--- src/rtl/cache_access_ctrl_if.sv ---
`default_nettype none
// ============================================================================
//  Module      : cache_access_ctrl_if
//  Description : Bundle of fetch, load/store, cache and memory-bus signals
//                seen by cache_access_ctrl.
//  Revision    : 1.0
// ============================================================================
interface cache_access_ctrl_if #(
    parameter int ADDR_W = 32
);
    logic              i_req;
    logic [ADDR_W-1:0] i_addr;
    logic              i_ready;
    logic [31:0]       i_rdata;

    logic              d_req;
    logic              d_we;
    logic [ADDR_W-1:0] d_addr;
    logic [31:0]       d_wdata;
    logic              d_ready;
    logic [31:0]       d_rdata;

    logic              c_read_enable;
    logic              c_write_enable;
    logic [ADDR_W-1:0] c_address;
    logic [31:0]       c_data_in;
    logic [31:0]       c_data_out;
    logic              c_hit;
    logic              c_miss;

    logic              m_req;
    logic              m_we;
    logic [ADDR_W-1:0] m_addr;
    logic [31:0]       m_wdata;
    logic [31:0]       m_rdata;
    logic              m_valid;

    // Controller side.
    modport master (
        input  i_req, i_addr, d_req, d_we, d_addr, d_wdata,
               c_data_out, c_hit, c_miss, m_rdata, m_valid,
        output i_ready, i_rdata, d_ready, d_rdata,
               c_read_enable, c_write_enable, c_address, c_data_in,
               m_req, m_we, m_addr, m_wdata
    );

    // Requesters, cache and memory side.
    modport slave (
        output i_req, i_addr, d_req, d_we, d_addr, d_wdata,
               c_data_out, c_hit, c_miss, m_rdata, m_valid,
        input  i_ready, i_rdata, d_ready, d_rdata,
               c_read_enable, c_write_enable, c_address, c_data_in,
               m_req, m_we, m_addr, m_wdata
    );
endinterface
`default_nettype wire

--- src/rtl/cache_access_ctrl.sv ---
`default_nettype none
// ============================================================================
//  Module      : cache_access_ctrl
//  Description : Shares a single-port data cache between fetch and load/store,
//                with round-robin arbitration, block refill and write-through.
//  Revision    : 1.0
// ============================================================================
module cache_access_ctrl #(
    parameter int BLOCK_WORDS = 8,
    parameter int ADDR_W      = 32
) (
    input  wire logic            clk,
    input  wire logic            reset,
    cache_access_ctrl_if.master  bus
);
    localparam int c_cnt_w = $clog2(BLOCK_WORDS);
    localparam int c_off_w = c_cnt_w + 2;

    localparam logic [2:0] c_idle   = 3'd0;
    localparam logic [2:0] c_lookup = 3'd1;
    localparam logic [2:0] c_check  = 3'd2;
    localparam logic [2:0] c_refill = 3'd3;
    localparam logic [2:0] c_write  = 3'd4;

    logic [2:0]         r_state;
    logic [ADDR_W-1:0]  r_addr;
    logic               r_we;
    logic [31:0]        r_wdata;
    logic               r_is_data;
    logic               r_rr_data;
    logic [c_cnt_w-1:0] r_cnt;
    logic               r_wr_first;

    logic               w_grant_d;
    logic [ADDR_W-1:0]  w_base;
    logic               w_last_beat;

    // Data wins when it is the only requester or when the pointer favours it.
    assign w_grant_d   = bus.d_req & (~bus.i_req | r_rr_data);
    assign w_base      = {r_addr[ADDR_W-1:c_off_w], {c_off_w{1'b0}}};
    assign w_last_beat = (r_cnt == c_cnt_w'(BLOCK_WORDS - 1));

    always_ff @(posedge clk) begin
        if (reset) begin
            r_state    <= c_idle;
            r_addr     <= '0;
            r_we       <= 1'b0;
            r_wdata    <= '0;
            r_is_data  <= 1'b0;
            r_rr_data  <= 1'b1;
            r_cnt      <= '0;
            r_wr_first <= 1'b0;
        end else begin
            case (r_state)
                c_idle: begin
                    if (bus.i_req | bus.d_req) begin
                        r_is_data <= w_grant_d;
                        r_addr    <= w_grant_d ? bus.d_addr : bus.i_addr;
                        r_we      <= w_grant_d & bus.d_we;
                        r_wdata   <= bus.d_wdata;
                        if (bus.i_req & bus.d_req) begin
                            r_rr_data <= ~w_grant_d;
                        end
                        r_state <= c_lookup;
                    end
                end
                c_lookup: r_state <= c_check;
                c_check: begin
                    // Anything other than a clean hit is handled as a miss.
                    if (bus.c_hit) begin
                        r_state    <= r_we ? c_write : c_idle;
                        r_wr_first <= r_we;
                    end else begin
                        r_state <= c_refill;
                        r_cnt   <= '0;
                    end
                end
                c_refill: begin
                    if (bus.m_valid) begin
                        if (w_last_beat) begin
                            r_cnt   <= '0;
                            r_state <= c_lookup;
                        end else begin
                            r_cnt <= r_cnt + c_cnt_w'(1);
                        end
                    end
                end
                c_write: begin
                    r_wr_first <= 1'b0;
                    if (bus.m_valid) begin
                        r_state <= c_idle;
                    end
                end
                default: r_state <= c_idle;
            endcase
        end
    end

    always_comb begin
        bus.i_ready        = 1'b0;
        bus.i_rdata        = '0;
        bus.d_ready        = 1'b0;
        bus.d_rdata        = '0;
        bus.c_read_enable  = 1'b0;
        bus.c_write_enable = 1'b0;
        bus.c_address      = '0;
        bus.c_data_in      = '0;
        bus.m_req          = 1'b0;
        bus.m_we           = 1'b0;
        bus.m_addr         = '0;
        bus.m_wdata        = '0;
        case (r_state)
            c_lookup: begin
                bus.c_read_enable = 1'b1;
                bus.c_address     = r_addr;
            end
            c_check: begin
                if (bus.c_hit && !r_we) begin
                    if (r_is_data) begin
                        bus.d_ready = 1'b1;
                        bus.d_rdata = bus.c_data_out;
                    end else begin
                        bus.i_ready = 1'b1;
                        bus.i_rdata = bus.c_data_out;
                    end
                end
            end
            c_refill: begin
                bus.m_req  = 1'b1;
                bus.m_addr = w_base;
                if (bus.m_valid) begin
                    bus.c_write_enable = 1'b1;
                    bus.c_address      = w_base + ADDR_W'({r_cnt, 2'b00});
                    bus.c_data_in      = bus.m_rdata;
                end
            end
            c_write: begin
                bus.m_req   = 1'b1;
                bus.m_we    = 1'b1;
                bus.m_addr  = r_addr;
                bus.m_wdata = r_wdata;
                if (r_wr_first) begin
                    bus.c_write_enable = 1'b1;
                    bus.c_address      = r_addr;
                    bus.c_data_in      = r_wdata;
                end
                if (bus.m_valid) begin
                    bus.d_ready = 1'b1;
                end
            end
            default: ;
        endcase
    end
endmodule
`default_nettype wire

--- src/flat_wrapper.sv ---
// flat-port wrapper written by rule: the top's interface ports become plain ports
module cache_access_ctrl_flat 
#(
    parameter int BLOCK_WORDS = 8,
    parameter int ADDR_W      = 32
)
  (clk, reset, bus_i_req, bus_i_addr, bus_d_req, bus_d_we, bus_d_addr, bus_d_wdata, bus_c_data_out, bus_c_hit, bus_c_miss, bus_m_rdata, bus_m_valid, bus_i_ready, bus_i_rdata, bus_d_ready, bus_d_rdata, bus_c_read_enable, bus_c_write_enable, bus_c_address, bus_c_data_in, bus_m_req, bus_m_we, bus_m_addr, bus_m_wdata);
  cache_access_ctrl_if #(.ADDR_W(ADDR_W)) bus_i ();
  input  wire logic clk;
  input  wire logic reset;
  input wire logic [$bits(bus_i.i_req)-1:0] bus_i_req;
  input wire logic [$bits(bus_i.i_addr)-1:0] bus_i_addr;
  input wire logic [$bits(bus_i.d_req)-1:0] bus_d_req;
  input wire logic [$bits(bus_i.d_we)-1:0] bus_d_we;
  input wire logic [$bits(bus_i.d_addr)-1:0] bus_d_addr;
  input wire logic [$bits(bus_i.d_wdata)-1:0] bus_d_wdata;
  input wire logic [$bits(bus_i.c_data_out)-1:0] bus_c_data_out;
  input wire logic [$bits(bus_i.c_hit)-1:0] bus_c_hit;
  input wire logic [$bits(bus_i.c_miss)-1:0] bus_c_miss;
  input wire logic [$bits(bus_i.m_rdata)-1:0] bus_m_rdata;
  input wire logic [$bits(bus_i.m_valid)-1:0] bus_m_valid;
  output wire logic [$bits(bus_i.i_ready)-1:0] bus_i_ready;
  output wire logic [$bits(bus_i.i_rdata)-1:0] bus_i_rdata;
  output wire logic [$bits(bus_i.d_ready)-1:0] bus_d_ready;
  output wire logic [$bits(bus_i.d_rdata)-1:0] bus_d_rdata;
  output wire logic [$bits(bus_i.c_read_enable)-1:0] bus_c_read_enable;
  output wire logic [$bits(bus_i.c_write_enable)-1:0] bus_c_write_enable;
  output wire logic [$bits(bus_i.c_address)-1:0] bus_c_address;
  output wire logic [$bits(bus_i.c_data_in)-1:0] bus_c_data_in;
  output wire logic [$bits(bus_i.m_req)-1:0] bus_m_req;
  output wire logic [$bits(bus_i.m_we)-1:0] bus_m_we;
  output wire logic [$bits(bus_i.m_addr)-1:0] bus_m_addr;
  output wire logic [$bits(bus_i.m_wdata)-1:0] bus_m_wdata;
  assign bus_i.i_req = bus_i_req;
  assign bus_i.i_addr = bus_i_addr;
  assign bus_i.d_req = bus_d_req;
  assign bus_i.d_we = bus_d_we;
  assign bus_i.d_addr = bus_d_addr;
  assign bus_i.d_wdata = bus_d_wdata;
  assign bus_i.c_data_out = bus_c_data_out;
  assign bus_i.c_hit = bus_c_hit;
  assign bus_i.c_miss = bus_c_miss;
  assign bus_i.m_rdata = bus_m_rdata;
  assign bus_i.m_valid = bus_m_valid;
  assign bus_i_ready = bus_i.i_ready;
  assign bus_i_rdata = bus_i.i_rdata;
  assign bus_d_ready = bus_i.d_ready;
  assign bus_d_rdata = bus_i.d_rdata;
  assign bus_c_read_enable = bus_i.c_read_enable;
  assign bus_c_write_enable = bus_i.c_write_enable;
  assign bus_c_address = bus_i.c_address;
  assign bus_c_data_in = bus_i.c_data_in;
  assign bus_m_req = bus_i.m_req;
  assign bus_m_we = bus_i.m_we;
  assign bus_m_addr = bus_i.m_addr;
  assign bus_m_wdata = bus_i.m_wdata;
  cache_access_ctrl #(.BLOCK_WORDS(BLOCK_WORDS), .ADDR_W(ADDR_W)) u_core (.clk(clk), .reset(reset), .bus(bus_i));
endmodule
--- config.mk ---
export PLATFORM = sky130hd
export DESIGN_NAME = cache_access_ctrl_flat
export DESIGN_NICKNAME = d
export VERILOG_FILES = /design/src/rtl/cache_access_ctrl_if.sv /design/src/rtl/cache_access_ctrl.sv /design/src/flat_wrapper.sv
export SDC_FILE = /design/constraint.sdc
export NUM_CORES = 1
export LEC_CHECK = 0
export BUFFER_PORTS_ARGS = -buffer_cell sky130_fd_sc_hd__buf_2
export CAP_MARGIN = 30
export CORE_AREA = 2 2 144 146
export CTS_CLUSTER_SIZE = 40
export DETAILED_ROUTE_END_ITERATION = 8
export DIE_AREA = 0 0 146 148
export GPL_TIMING_DRIVEN = 0
export RECOVER_POWER = 100
export SLEW_MARGIN = 10
export SYNTH_ARGS = -nofsm -noshare
export SYNTH_HDL_FRONTEND = slang
export SYNTH_SLANG_ARGS = --single-unit
--- constraint.sdc ---
create_clock -name clk -period 2.83 [get_ports clk]
set_input_delay 0.566 -clock clk [delete_from_list [all_inputs] [get_ports clk]]
set_output_delay 0.566 -clock clk [all_outputs]
set_load 0.01 [all_outputs]
==> results.cfg <==
[layout]
fill_cells = 2221
layout-drive-gt1-share = 0.299
synthToLayoutAreaGrowth_pct = 50.1
antenna_cells = 0
fin_area_um2 = 7190
final_cells = 1268
nets = 1163

[clocking]
h-tree-depth = 3
cts_tree = done
worst_skew_pair.late_latency_ps = 340
hold_buffers = 0
cts-root-buf = clkbuf_16
clk_pin_slew_ps = 70
cts.sinks = 74
cts_buffers = 9
clockBufferDepth = 2

[pwr]
irDropWorstVdd_v = 0.000257
power_density_nw_per_um2 = 433
p_leak_nw = 3.40

[worst_setup_path]
rrSetupSlack_ps = 460
endpoint_kind = primary output
required_ps = 2260
reg2reg_from = u_core.r_state[2]$_SDFFE_PP0P_
cp.arrival_ps = 2130
cp_max_fo = 10
r2r_cells = 5
r2r-end = u_core.r_addr[4]$_SDFFE_PP0P_
setup.worst_path.start_class = register
crit_type = register to primary output

[worst_hold_path]
worstHoldStart = bus_i_addr[30]
min_delay_path_depth = 3
holdCritPathClass = input port to register
whs_endpoint = u_core.r_addr[30]$_SDFFE_PP0P_

[synthesis]
synth_async_sr_flop_share = 0
ys_types = 33
seq_area_frac_synth = 0.309
synthCells = 614
ys.flop_type = dfxtp_1
syn_nets = 784
synth-edff-count = 0
synth.avg_cell_area_um2 = 7.80
synth_area_um2 = 4790
ys_ff_latch = 74
synth_warnings = 0

[floorplanning]
die_area_um2 = 21600
fp.dieW_um = 146
rows = 52
ios = 366
start_util = 0.239
dieHeight_um = 148
core_area_um2 = 20000

[route]
post_drt_wl_per_cell_um = 16.2
vias = 5674
drt-initial-drc-count = 282
vias_per_cell = 4.47
dr.pass1.iters = 5
ant_nets = 0
drc = 0
wl_um = 20500

[timing]
fin_ws_ps = 131
final.min_clock_period_ps = 2700
fin_setup_tns_ps = 0
setup_viol = 0
drv_slew = 0
max_slew.worst_pin.slew_ps = 812
clock_skew_ps = 7.53
min_period_over_period = 0.954
hold_viol_final = 0
fin_worst_hold_slack_ps = 465
rsz0062_at_grt = no
slew_headroom = 0.454
timing.fmax_mhz = 371

[placed_design]
dp_hpwl_um = 16300
pre_cts_ws_ps = -354
portBuffers = 364
placed_area_um2 = 6960
placed_cells = 1250
place_congestion = 0.751

[global_route]
grt_start_max_net_pins = 17
gr-usage-all-layers = 0.176
grt_antenna_before_repair = 1
grt_pass1_vias = 5336
grt_overflow = 0
grt_pass1_wl_um = 30100

[job]
maxCapViolations = 0

[status]
status = finished, final reports clean
## cell usage in the layout (no fill, tap or decap), types with 2 or more instances in the layout
cell / instances
a211oi_1: 2
inv_1: 68
buf_2: 240
and3_1: 3
or3_1: 4
a222oi_1: 32
nand2b_1: 40
clkinvlp_4: 3
o21bai_1: 2
and2_1: 84
clkbuf_16: 9
o21ai_0: 36
buf_6: 5
dfxtp_2: 2
a22o_1: 35
nor2_1: 3
nor2b_1: 28
inv_6: 3
nand3b_1: 32
dfxtp_1: 72
a21oi_1: 37
clkbuf_1: 156
ha_1: 2
nor4_4: 2
buf_4: 7
and2_0: 47
nand2_1: 3
mux2i_1: 3
clkbuf_2: 19
nand4b_1: 3
## synth_stat cells, types with 3 or more instances
library cell | count | area [um2]
inv_1 | 68 | 255
nand3b_1 | 32 | 240
buf_2 | 9 | 45.0
nand4b_1 | 3 | 26.3
mux2i_1 | 3 | 30.0
nor2_1 | 3 | 11.3
or3_1 | 4 | 25.0
a222oi_1 | 32 | 320
nor2b_1 | 29 | 181
and2_1 | 131 | 820
nand2b_1 | 40 | 250
dfxtp_1 | 74 | 1480
buf_6 | 5 | 56.3
o21ai_0 | 36 | 180
nand2_1 | 3 | 11.3
and3_1 | 3 | 18.8
clkbuf_1 | 46 | 173
a22o_1 | 35 | 307
a21oi_1 | 38 | 190
## cell families after synthesis
| logic type | count (synthesis) | share of synthesized area |
|---|---|---|
| simple gates | 259 | 0.349 |
| compound gates | 148 | 0.220 |
| buf+inv | 128 | 0.110 |
| flops | 74 | 0.309 |
| mux | 3 | 0.00627 |
| fa+ha+maj | 2 | 0.00522 |
## metal layers
metal  GRT usage  up-vias  share of wire
met5           0        -        0.00098
li1            -     2854              -
met4      0.0374        2         0.0098
met3      0.0435       14          0.065
met2       0.302      229           0.48
met1       0.225     2575           0.45
## state kept, by name (all words and copies together) (netlist names)
| name | flops |
|---|---|
| u_core.r_wdata | 32 |
| u_core.r_state | 3 |
| u_core.r_wr_first | 1 |
| u_core.r_we | 1 |
| u_core.r_rr_data | 1 |
| u_core.r_addr | 32 |
| u_core.r_cnt | 3 |
| u_core.r_is_data | 1 |
## how the worst max path moves through the flow
stage                       end  slack (ps)  depth (start not counted)                           start
2_1_floorplan   bus_i_rdata[22]         600                          5  u_core.r_state[0]$_SDFFE_PP0P_
3_3_place_gp     bus_m_addr[31]        -530                          6  u_core.r_state[2]$_SDFFE_PP0P_
3_5_place_dp     bus_m_addr[31]        -350                          7  u_core.r_state[2]$_SDFFE_PP0P_
4_1_cts          bus_m_addr[31]         -10                          7  u_core.r_state[0]$_SDFFE_PP0P_
5_1_grt        bus_c_data_in[6]           7                          7  u_core.r_state[0]$_SDFFE_PP0P_
6_report       bus_c_data_in[6]         130                          7  u_core.r_state[0]$_SDFFE_PP0P_
## per-stage QoR
step	power (mW)	utilization
after floorplan	1.67	-
after global placement	2.00	0.347
after detailed placement	2.01	0.348
after CTS	3.17	0.366
after global routing	3.29	0.359
final	3.12	0.359
## cell type report
type | count | area [um2] | area share
sequential | 74 | 1480 | 0.206
buffer | 58 | 289 | 0.0402
clock inverter | 7 | 60.1 | 0.00835
multi-input combinational | 412 | 2830 | 0.394
clock buffer | 9 | 225 | 0.0313
tap | 270 | 338 | 0.0470
inverter | 68 | 255 | 0.0355
timing repair buffer | 370 | 1710 | 0.238
## power by group
part | internal, mW | switching (mW) | total (mW) | leakage, nW
clock network | 0.610 | 0.519 | 1.13 | 0.131
registers | 1.17 | 0.0983 | 1.27 | 0.613
logic | 0.326 | 0.392 | 0.718 | 2.65
total | 2.11 | 1.01 | 3.12 | 3.40
## worst max-delay path, stage by stage, from the launching register on
cell and delay [ps]:
dfxtp_2 360, buf_4 180, nor2b_4 250, and3_1 180, buf_4 210, clkbuf_2 270
a22o_1 200, clkbuf_2 130
## timing repair
| item | in CTS | in global routing |
|---|---|---|
| pin swaps | 2 | 0 |
| cloned | 0 | 0 |
| resized for setup | 20 | 16 |
| setup endpoints to repair | 181 | 117 |
| setup buffers | 4 | 0 |
No activity file was read; power rests on OpenSTA's default activity.
